[src/rtl/addr_decoder.sv]
// Dock I/O address decoder: programmable base/mask windows steer CPU I/O cycles to card slots.
// Decode is combinational; chip selects and bus enables are registered (1 clk), waits merged from slot READY.
module addr_decoder #(
  parameter int ADDR_W    = 8,
  parameter int NUM_WIN   = 4,
  parameter int NUM_SLOTS = 5
) (
  input  logic                 clk,
  input  logic                 rst_n,
  input  logic [ADDR_W-1:0]    addr,
  input  logic                 iorq_n,
  input  logic                 r_w_,
  input  logic [NUM_SLOTS-1:0] dev_ready_n,
  input  logic                 irq_int_active,
  input  logic [2:0]           irq_int_slot,
  input  logic                 irq_vec_cycle,
  input  logic                 cfg_clk,
  input  logic                 cfg_we,
  input  logic [7:0]           cfg_addr,
  input  logic [7:0]           cfg_wdata,
  output logic                 ready_n,
  output logic                 io_r_w_,
  output logic                 data_oe_n,
  output logic                 data_dir,
  output logic                 ff_oe_n,
  output logic                 win_valid,
  output logic [3:0]           win_index,
  output logic [2:0]           sel_slot,
  output logic [NUM_SLOTS-1:0] cs_n
);

  localparam logic [3:0] SLOTS4 = 4'(NUM_SLOTS);

  logic [ADDR_W-1:0] base_q [NUM_WIN];
  logic [ADDR_W-1:0] mask_q [NUM_WIN];
  logic [2:0]        slot_q [NUM_WIN];
  logic [7:0]        op_q   [NUM_WIN];

  logic [NUM_WIN-1:0]   hit;
  logic [2:0]           win_slot;
  logic                 mapped;
  logic                 rd_eff;
  logic                 active;

  logic [NUM_SLOTS-1:0] cs_n_d, cs_n_q;
  logic                 ready_n_d, ready_n_q;
  logic                 data_oe_n_d, data_oe_n_q;
  logic                 data_dir_d, data_dir_q;
  logic                 ff_oe_n_d, ff_oe_n_q;
  logic                 io_r_w_d, io_r_w_q;

  logic unused_ok;
  assign unused_ok = cfg_clk;

  // Window registers live at cfg_addr = group*NUM_WIN + window.
  always_ff @(posedge clk) begin
    if (!rst_n) begin
      for (int i = 0; i < NUM_WIN; i++) begin
        base_q[i] <= '0;
        mask_q[i] <= (i == NUM_WIN-1) ? '0 : '1;
        slot_q[i] <= 3'd0;
        op_q[i]   <= (i == NUM_WIN-1) ? 8'hFF : 8'h80;
      end
    end else if (cfg_we) begin
      for (int i = 0; i < NUM_WIN; i++) begin
        if (cfg_addr == 8'(i))             base_q[i] <= cfg_wdata[ADDR_W-1:0];
        if (cfg_addr == 8'(NUM_WIN + i))   mask_q[i] <= cfg_wdata[ADDR_W-1:0];
        if (cfg_addr == 8'(2*NUM_WIN + i)) slot_q[i] <= cfg_wdata[2:0];
        if (cfg_addr == 8'(3*NUM_WIN + i)) op_q[i]   <= cfg_wdata;
      end
    end
  end

  always_comb begin
    hit = '0;
    for (int i = 0; i < NUM_WIN; i++) begin
      hit[i] = (((addr ^ base_q[i]) & mask_q[i]) == '0) &&
               ((op_q[i] == 8'hFF) || (op_q[i] == 8'h00 && !r_w_) ||
                (op_q[i] == 8'h01 && r_w_));
    end
  end

  // Scan downward so the lowest matching window is the one left standing.
  always_comb begin
    win_valid = 1'b0;
    win_index = 4'd0;
    win_slot  = 3'd0;
    for (int i = NUM_WIN-1; i >= 0; i--) begin
      if (hit[i]) begin
        win_valid = 1'b1;
        win_index = 4'(i);
        win_slot  = slot_q[i];
      end
    end
  end

  // Vector fetches bypass the windows and go to the interrupting slot as reads.
  assign sel_slot = irq_vec_cycle ? (irq_int_active ? irq_int_slot : 3'd0) : win_slot;
  assign mapped   = irq_vec_cycle ? irq_int_active : win_valid;
  assign rd_eff   = r_w_ | irq_vec_cycle;
  assign active   = !iorq_n && mapped && ({1'b0, sel_slot} < SLOTS4);

  always_comb begin
    cs_n_d      = '1;
    ready_n_d   = 1'b1;
    data_oe_n_d = 1'b1;
    data_dir_d  = 1'b0;
    ff_oe_n_d   = 1'b1;
    io_r_w_d    = 1'b1;
    if (!iorq_n) begin
      io_r_w_d = r_w_;
      if (active) begin
        data_oe_n_d = 1'b0;
        data_dir_d  = rd_eff;
        for (int s = 0; s < NUM_SLOTS; s++) begin
          if (sel_slot == 3'(s)) begin
            cs_n_d[s] = 1'b0;
            ready_n_d = dev_ready_n[s];
          end
        end
      end else begin
        // Unclaimed reads float high on the bus; drive 0xFF instead.
        ff_oe_n_d = !rd_eff;
      end
    end
  end

  always_ff @(posedge clk) begin
    if (!rst_n) begin
      cs_n_q      <= '1;
      ready_n_q   <= 1'b1;
      data_oe_n_q <= 1'b1;
      data_dir_q  <= 1'b0;
      ff_oe_n_q   <= 1'b1;
      io_r_w_q    <= 1'b1;
    end else begin
      cs_n_q      <= cs_n_d;
      ready_n_q   <= ready_n_d;
      data_oe_n_q <= data_oe_n_d;
      data_dir_q  <= data_dir_d;
      ff_oe_n_q   <= ff_oe_n_d;
      io_r_w_q    <= io_r_w_d;
    end
  end

  assign cs_n      = cs_n_q;
  assign ready_n   = ready_n_q;
  assign data_oe_n = data_oe_n_q;
  assign data_dir  = data_dir_q;
  assign ff_oe_n   = ff_oe_n_q;
  assign io_r_w_   = io_r_w_q;

endmodule

[config.mk]
export PLATFORM = sky130hd
export DESIGN_NAME = addr_decoder
export DESIGN_NICKNAME = d
export VERILOG_FILES = /design/src/rtl/addr_decoder.sv
export SDC_FILE = /design/constraint.sdc
export NUM_CORES = 1
export LEC_CHECK = 0
export BUFFER_PORTS_ARGS = -buffer_cell sky130_fd_sc_hd__buf_2
export CAP_MARGIN = 20
export CORE_MARGIN = 5
export CORE_UTILIZATION = 49
export CTS_CLUSTER_DIAMETER = 120
export DETAILED_ROUTE_END_ITERATION = 10
export GPL_TIMING_DRIVEN = 0
export PLACE_DENSITY = 0.66
export SLEW_MARGIN = 20
export SYNTH_ARGS = -nofsm -noshare
export SYNTH_HDL_FRONTEND = slang
export SYNTH_SLANG_ARGS = --single-unit
[constraint.sdc]
create_clock -name clk -period 2.79 [get_ports clk]
set_input_delay 0.558 -clock clk [delete_from_list [all_inputs] [get_ports clk]]
set_output_delay 0.558 -clock clk [all_outputs]
set_load 0.01 [all_outputs]
After elaboration in Yosys (flattened, before gate mapping)

Memories as Yosys holds them, arrays and structs flattened.
Cells that the tools add are included.

Bitwise logic cells: 27
Magnitude comparators: 1
Eq/ne operators: 27
Reduce and logical (&&, ||, !) cells: 38
Multiplexer cells: 107

Operators with widths:

| cell                                                            | number |
|---|---|
| 8-bit 2-to-1 mux                                                | 12 |
| 1-bit 2-to-1 mux                                                | 81 |
| 8-bit zero test                                                 | 9 |
| 8-bit by 4-bit == test with 1-bit output, second input constant | 8 |
| 8-bit by 1-bit == test with 1-bit output, second input constant | 5 |
| 8-bit bitwise AND                                               | 4 |
| 8-bit by 3-bit == test with 1-bit output, second input constant | 4 |
| 8-bit == test, second input constant                            | 4 |
| 8-bit bitwise XOR                                               | 4 |
| 3-bit 2-to-1 mux                                                | 10 |
| 1-bit bitwise OR                                                | 17 |
| 8-bit by 2-bit == test with 1-bit output, second input constant | 2 |
| 1-bit logical AND                                               | 14 |
| 4-bit 2-to-1 mux                                                | 3 |
| 1-bit logical OR                                                | 8 |
| 3-bit by 2-bit == test with 1-bit output, second input constant | 2 |
| 3-bit OR reduction                                              | 2 |
| 3-bit by 1-bit == test with 1-bit output, second input constant | 1 |
| 3-bit == test, second input constant                            | 1 |
| 1-bit zero test                                                 | 3 |
| 3-bit zero test                                                 | 1 |
| 3-bit less-than comparator, second input constant               | 1 |
| 2-bit 2-to-1 mux                                                | 1 |
| 1-bit NOT                                                       | 2 |
| 2-bit OR reduction                                              | 1 |

Memory bits (writable): 108
Memories: 4
Register bits: 10

Memories:

| name   | words | bits a word | rd ports | clocked after memory_dff | write ports | line | text |
|---|---|---|---|---|---|---|---|
| base_q | 4     | 8           | 4        | 0                        | 4           | 34   | `logic [ADDR_W-1:0] base_q [NUM_WIN];` |
| mask_q | 4     | 8           | 4        | 0                        | 4           | 35   | `logic [ADDR_W-1:0] mask_q [NUM_WIN];` |
| op_q   | 4     | 8           | 4        | 0                        | 4           | 37   | `logic [7:0] op_q [NUM_WIN];` |
| slot_q | 4     | 3           | 4        | 0                        | 4           | 36   | `logic [2:0] slot_q [NUM_WIN];` |

Longest topological paths before layout

An unclocked memory read counts as a cell.

Depth in word-level cells: 17
Depth in mapped cells: 10
Gate-level depth less buffers: 9

Least setup slack after synthesis

Ideal clock, no wire load.

Path type: input-to-output
Start: input r_w_
End: output sel_slot[2]
Path slack: 0.151 ns
Buffers on the path: 1
Stages: 8
Data required time: 2.232 ns
Arrival time: 2.081 ns
Cell sequence: buf_2 nand2b_1 and3_1 o221ai_1 a211oi_4 a2111o_1 a32oi_1 inv_1

Cells in the longest elaborated chain, start to end: 10

Ends and longest elaborated chain:

| item                           | line | text |
|---|---|---|
| start: declaration             | 12   | `input logic r_w_,` |
| 1-bit zero test                | 78   | `((op_q[i] == 8'hFF) \|\| (op_q[i] == 8'h00 && !r_w_) \|\|` |
| 1-bit logical AND              | 78   |  |
| 1-bit logical OR (2 in series) | 78   |  |
| 1-bit logical AND              | 77   | `hit[i] = (((addr ^ base_q[i]) & mask_q[i]) == '0) &&` |
| 3-bit 2-to-1 mux (3 in series) | 89   | `if (hit[i]) begin` |
| 3-bit 2-to-1 mux (*)           | 89   |  |
| 3-bit 2-to-1 mux (*)           | 98   | `assign sel_slot = irq_vec_cycle ? (irq_int_active ? irq_int_slot : 3'd0) : win_slot;` |
| end: declaration               | 28   | `output logic [2:0] sel_slot,` |

Every way passes the cells marked *; elsewhere a longest branch is shown, timed or not.

==> out/results.tsv <==
stage	metric	value	unit
logic_synthesis	yosys synthesis warning count	0	
logic_synthesis	Synth Flop Type	edfxtp_1	
final_layout	leading cell type in the layout, fill and taps excluded	edfxtp_1	
sta	min Tclk post-route	3.28	ns
routing	drt first pass iters	5	
sta	final worst slack	-0.493	ns
routing	vias per cell	5.59	
min_path	HP Class	in2reg	
routing	routed vias	3820	
clock_tree	CTS clk-pin slew, worst paths	0.06	ns
worst_setup_path	worst-path maximum fanout	4	
routing	wirelength, routed	13200	µm
routing	wire length per cell after detailed routing	19.4	µm
worst_setup_path	CP required	2.23	ns
clock_tree	TritonCTS clock tree	done	
placed_design	DP Wirelength	9310	µm
min_path	HP Start	iorq_n	
sta	Slew @ Worst Pin	1.15	ns
placed_design	IO buf count	53	
power	Power Total	4.51	mW
routing	DR WL met3	1030	µm
logic_synthesis	synthesized area	5470	µm²
final_layout	fraction of layout cells with a size suffix above 1	0.206	
power	clock network power share	0.485	
logic_synthesis	ranking of synthesized cells by area	edfxtp_1, and2_1, xor2_1	
power	switching share of power	0.229	
worst_setup_path	worst r2r src	base_q[1][4]	
power	leakage power	2.41	nW
sta	max_slew headroom	0.228	
logic_synthesis	syn avg cell area	12.3	µm²
die	initial cell density of the core	0.502	
clock_tree	post-cts hold buffer count	0	
die	# rows	38	
flow_run	max-cap violation count	0	
die	die width	116	µm
clock_tree	root buffer selected by CTS	clkbuf_8	
worst_setup_path	critical path, cell by cell	xor2_1 > a222oi_1 > o211ai_1 > or2_1 > a31oi_1 > a32oi_2 > inv_1 > buf_2	
power	Int Pwr	3.48	mW
clock_tree	clk sinks	118	
global_routing	vias in the first global route	3774	
die	IO Pins	58	
worst_setup_path	slowest stage delay, CP	0.41	ns
global_routing	grt total ovfl	0	
logic_synthesis	EDFF count, synth	108	
final_layout	post-route cell area	6630	µm²
power	Psw	1.03	mW
global_routing	largest net degree at the start of global routing	17	
final_layout	# diodes	0	
final_layout	Post-Layout Cell Count	683	
outcome	status	finished with violations	
power	PD cells	680	nW/µm²
global_routing	initial antenna violation count	0	
routing	top sig layer	met4	
worst_setup_path	Worst Setup End Kind	output port	
global_routing	first-pass GRT wire length	20100	µm
sta	top achievable clock speed	0.305	GHz
sta	Final period util	1.18	
die	core box area	10900	µm²
placed_design	Cell Count Post-Placement	642	
clock_tree	later-pin clock latency in the skew report	0.51	ns
worst_setup_path	Startpoint Class	register	
logic_synthesis	sequential fraction of the synthesis area	0.629	
power	register share of total power	0.454	
routing	wire length on met2	6480	µm
placed_design	Post-DP Area	5920	µm²
final_layout	Final nets	570	
routing	M1 WL	5530	µm
clock_tree	CTS Buf Count	17	
final_layout	synth-to-layout area growth	21.2	%
sta	RSZ-0062 raised after global routing	true	
final_layout	most frequent cells in the layout	edfxtp_1, and2_1, buf_2	
die	Die Y	116	µm
logic_synthesis	post-synth top area cell	edfxtp_1	
routing	Remaining DRCs	0	
placed_design	gpl congestion	0.798	
worst_setup_path	Setup CP Type	reg2out	
sta	Fin. Hold Viols	0	
clock_tree	CTS max path bufs	2	
worst_setup_path	CP arrival	2.72	ns
routing	Initial DRC Count	327	
sta	Setup-failing EPs final	6	
sta	Slew Viols, Final	0	
sta	Setup Skew	0.00586	ns
power	peak supply drop	0.407	mV
die	die area	13400	µm²
worst_setup_path	highest-delay cell along the critical path	a222oi_1	
routing	antenna violation net count after detailed routing	0	
logic_synthesis	Netlist cell types	53	
logic_synthesis	top-area cell type share of the netlist area	0.593	
global_routing	GRT Util Overall	0.207	
logic_synthesis	Yosys reg bits	118	
logic_synthesis	Post-synth ARST share	0	
final_layout	Final Util	0.609	
clock_tree	H-tree depth	4	
worst_setup_path	CP Launch Point	base_q[0][0]	
logic_synthesis	cells after synthesis	446	
power	combinational share of power	0.061	
outcome	failing checks	setup timing	
-- layer usage --
layer  vias to the layer above  track usage
met3                        15       0.0507
met1                      1847        0.274
met2                       150        0.340
met4                         0       0.0619
met5                         -            0
li1                       1808            -
-- power groups by stage --
| stage | Clock [mW] | Combinational [mW] | Sequential, mW |
|---|---|---|---|
| final | 2.19 | 0.275 | 2.05 |
| after global routing | 2.28 | 0.300 | 2.06 |
| after CTS | 2.19 | 0.272 | 2.05 |
| after detailed placement | 0 | 0.265 | 2.09 |
| after global placement | 0 | 0.259 | 2.08 |
| after floorplan | 0 | 0.147 | 2.08 |
-- critical path: cells and delay by family, from the launching register on --
kind | cells | cell delay (ns)
AOI/OAI and AO/OA | 4 | 1.13
and+or+nand+nor | 1 | 0.33
DFF | 1 | 0.37
xor gates and xnor gates | 1 | 0.15
buffers and inverters | 2 | 0.22
-- registers in the layout, indices dropped and copies added (netlist names) --
signal and flops:
base_q 32, mask_q 32, op_q 32, slot_q 12, cs_n 5, data_dir 1, data_oe_n 1, ff_oe_n 1
io_r_w_ 1, ready_n 1
-- metrics by stage --
stage | hold slack, ns | TNS, ns | setup WS [ns]
2_1_floorplan | 0.675 | 0 | 0.151
3_3_place_gp | 0.724 | -26.54 | -0.512
3_5_place_dp | 0.736 | -29.88 | -0.558
4_1_cts | 0.264 | -2.48 | -0.515
5_1_grt | 0.294 | -4.70 | -0.723
6_report | 0.276 | -2.34 | -0.493
-- synth_stat cells, types with 8 or more instances --
cell / count
xor2_1: 32
or3_1: 36
nand2_1: 16
dfxtp_1: 10
a22oi_1: 8
nor2_1: 41
nand2b_1: 9
o21ai_0: 18
nand3_1: 9
and2_1: 65
edfxtp_1: 108
clkbuf_1: 19
-- cell type report --
class / instances / area (µm²)
repair buffers: 64 / 357
clock buffers: 18 / 418
inverters: 6 / 22.5
flip-flops and latches: 118 / 3440
clock inverters: 14 / 176
fillers: 860 / 4260
plain buffers: 22 / 91.3
multi-input cells: 301 / 1950
well taps: 140 / 175
-- what timing repair did --
action	4_1_cts	5_1_grt
endpoints found under the setup margin	14	20
pin swaps	10	9
gates resized for setup	7	3
hold endpoints to repair	0	0
setup buffers	7	3
-- final timing paths --
path | endpoint | slack [ns] | depth (start not counted)
worst max register to register | cs_n[1] | 0.06 | 12
worst min-delay path | io_r_w_ | 0.28 | 3
worst min register to register | cs_n[2] | 0.79 | 4
worst max-delay path | sel_slot[2] | -0.49 | 8
-- cell families (layout without fill, tap and decap cells) --
| group | after synthesis | after routing | share of synthesized area |
|---|---|---|---|
| AO/OA/AOI/OAI | 58 | 58 | 0.0826 |
| XOR/XNOR | 32 | 32 | 0.0512 |
| buffers and inverters | 28 | 124 | 0.0208 |
| flip-flops | 118 | 118 | 0.629 |
| other | 1 | 2 | 0.000686 |
| AND/OR/NAND/NOR | 209 | 209 | 0.215 |
(Power assumes the default switching activity.)
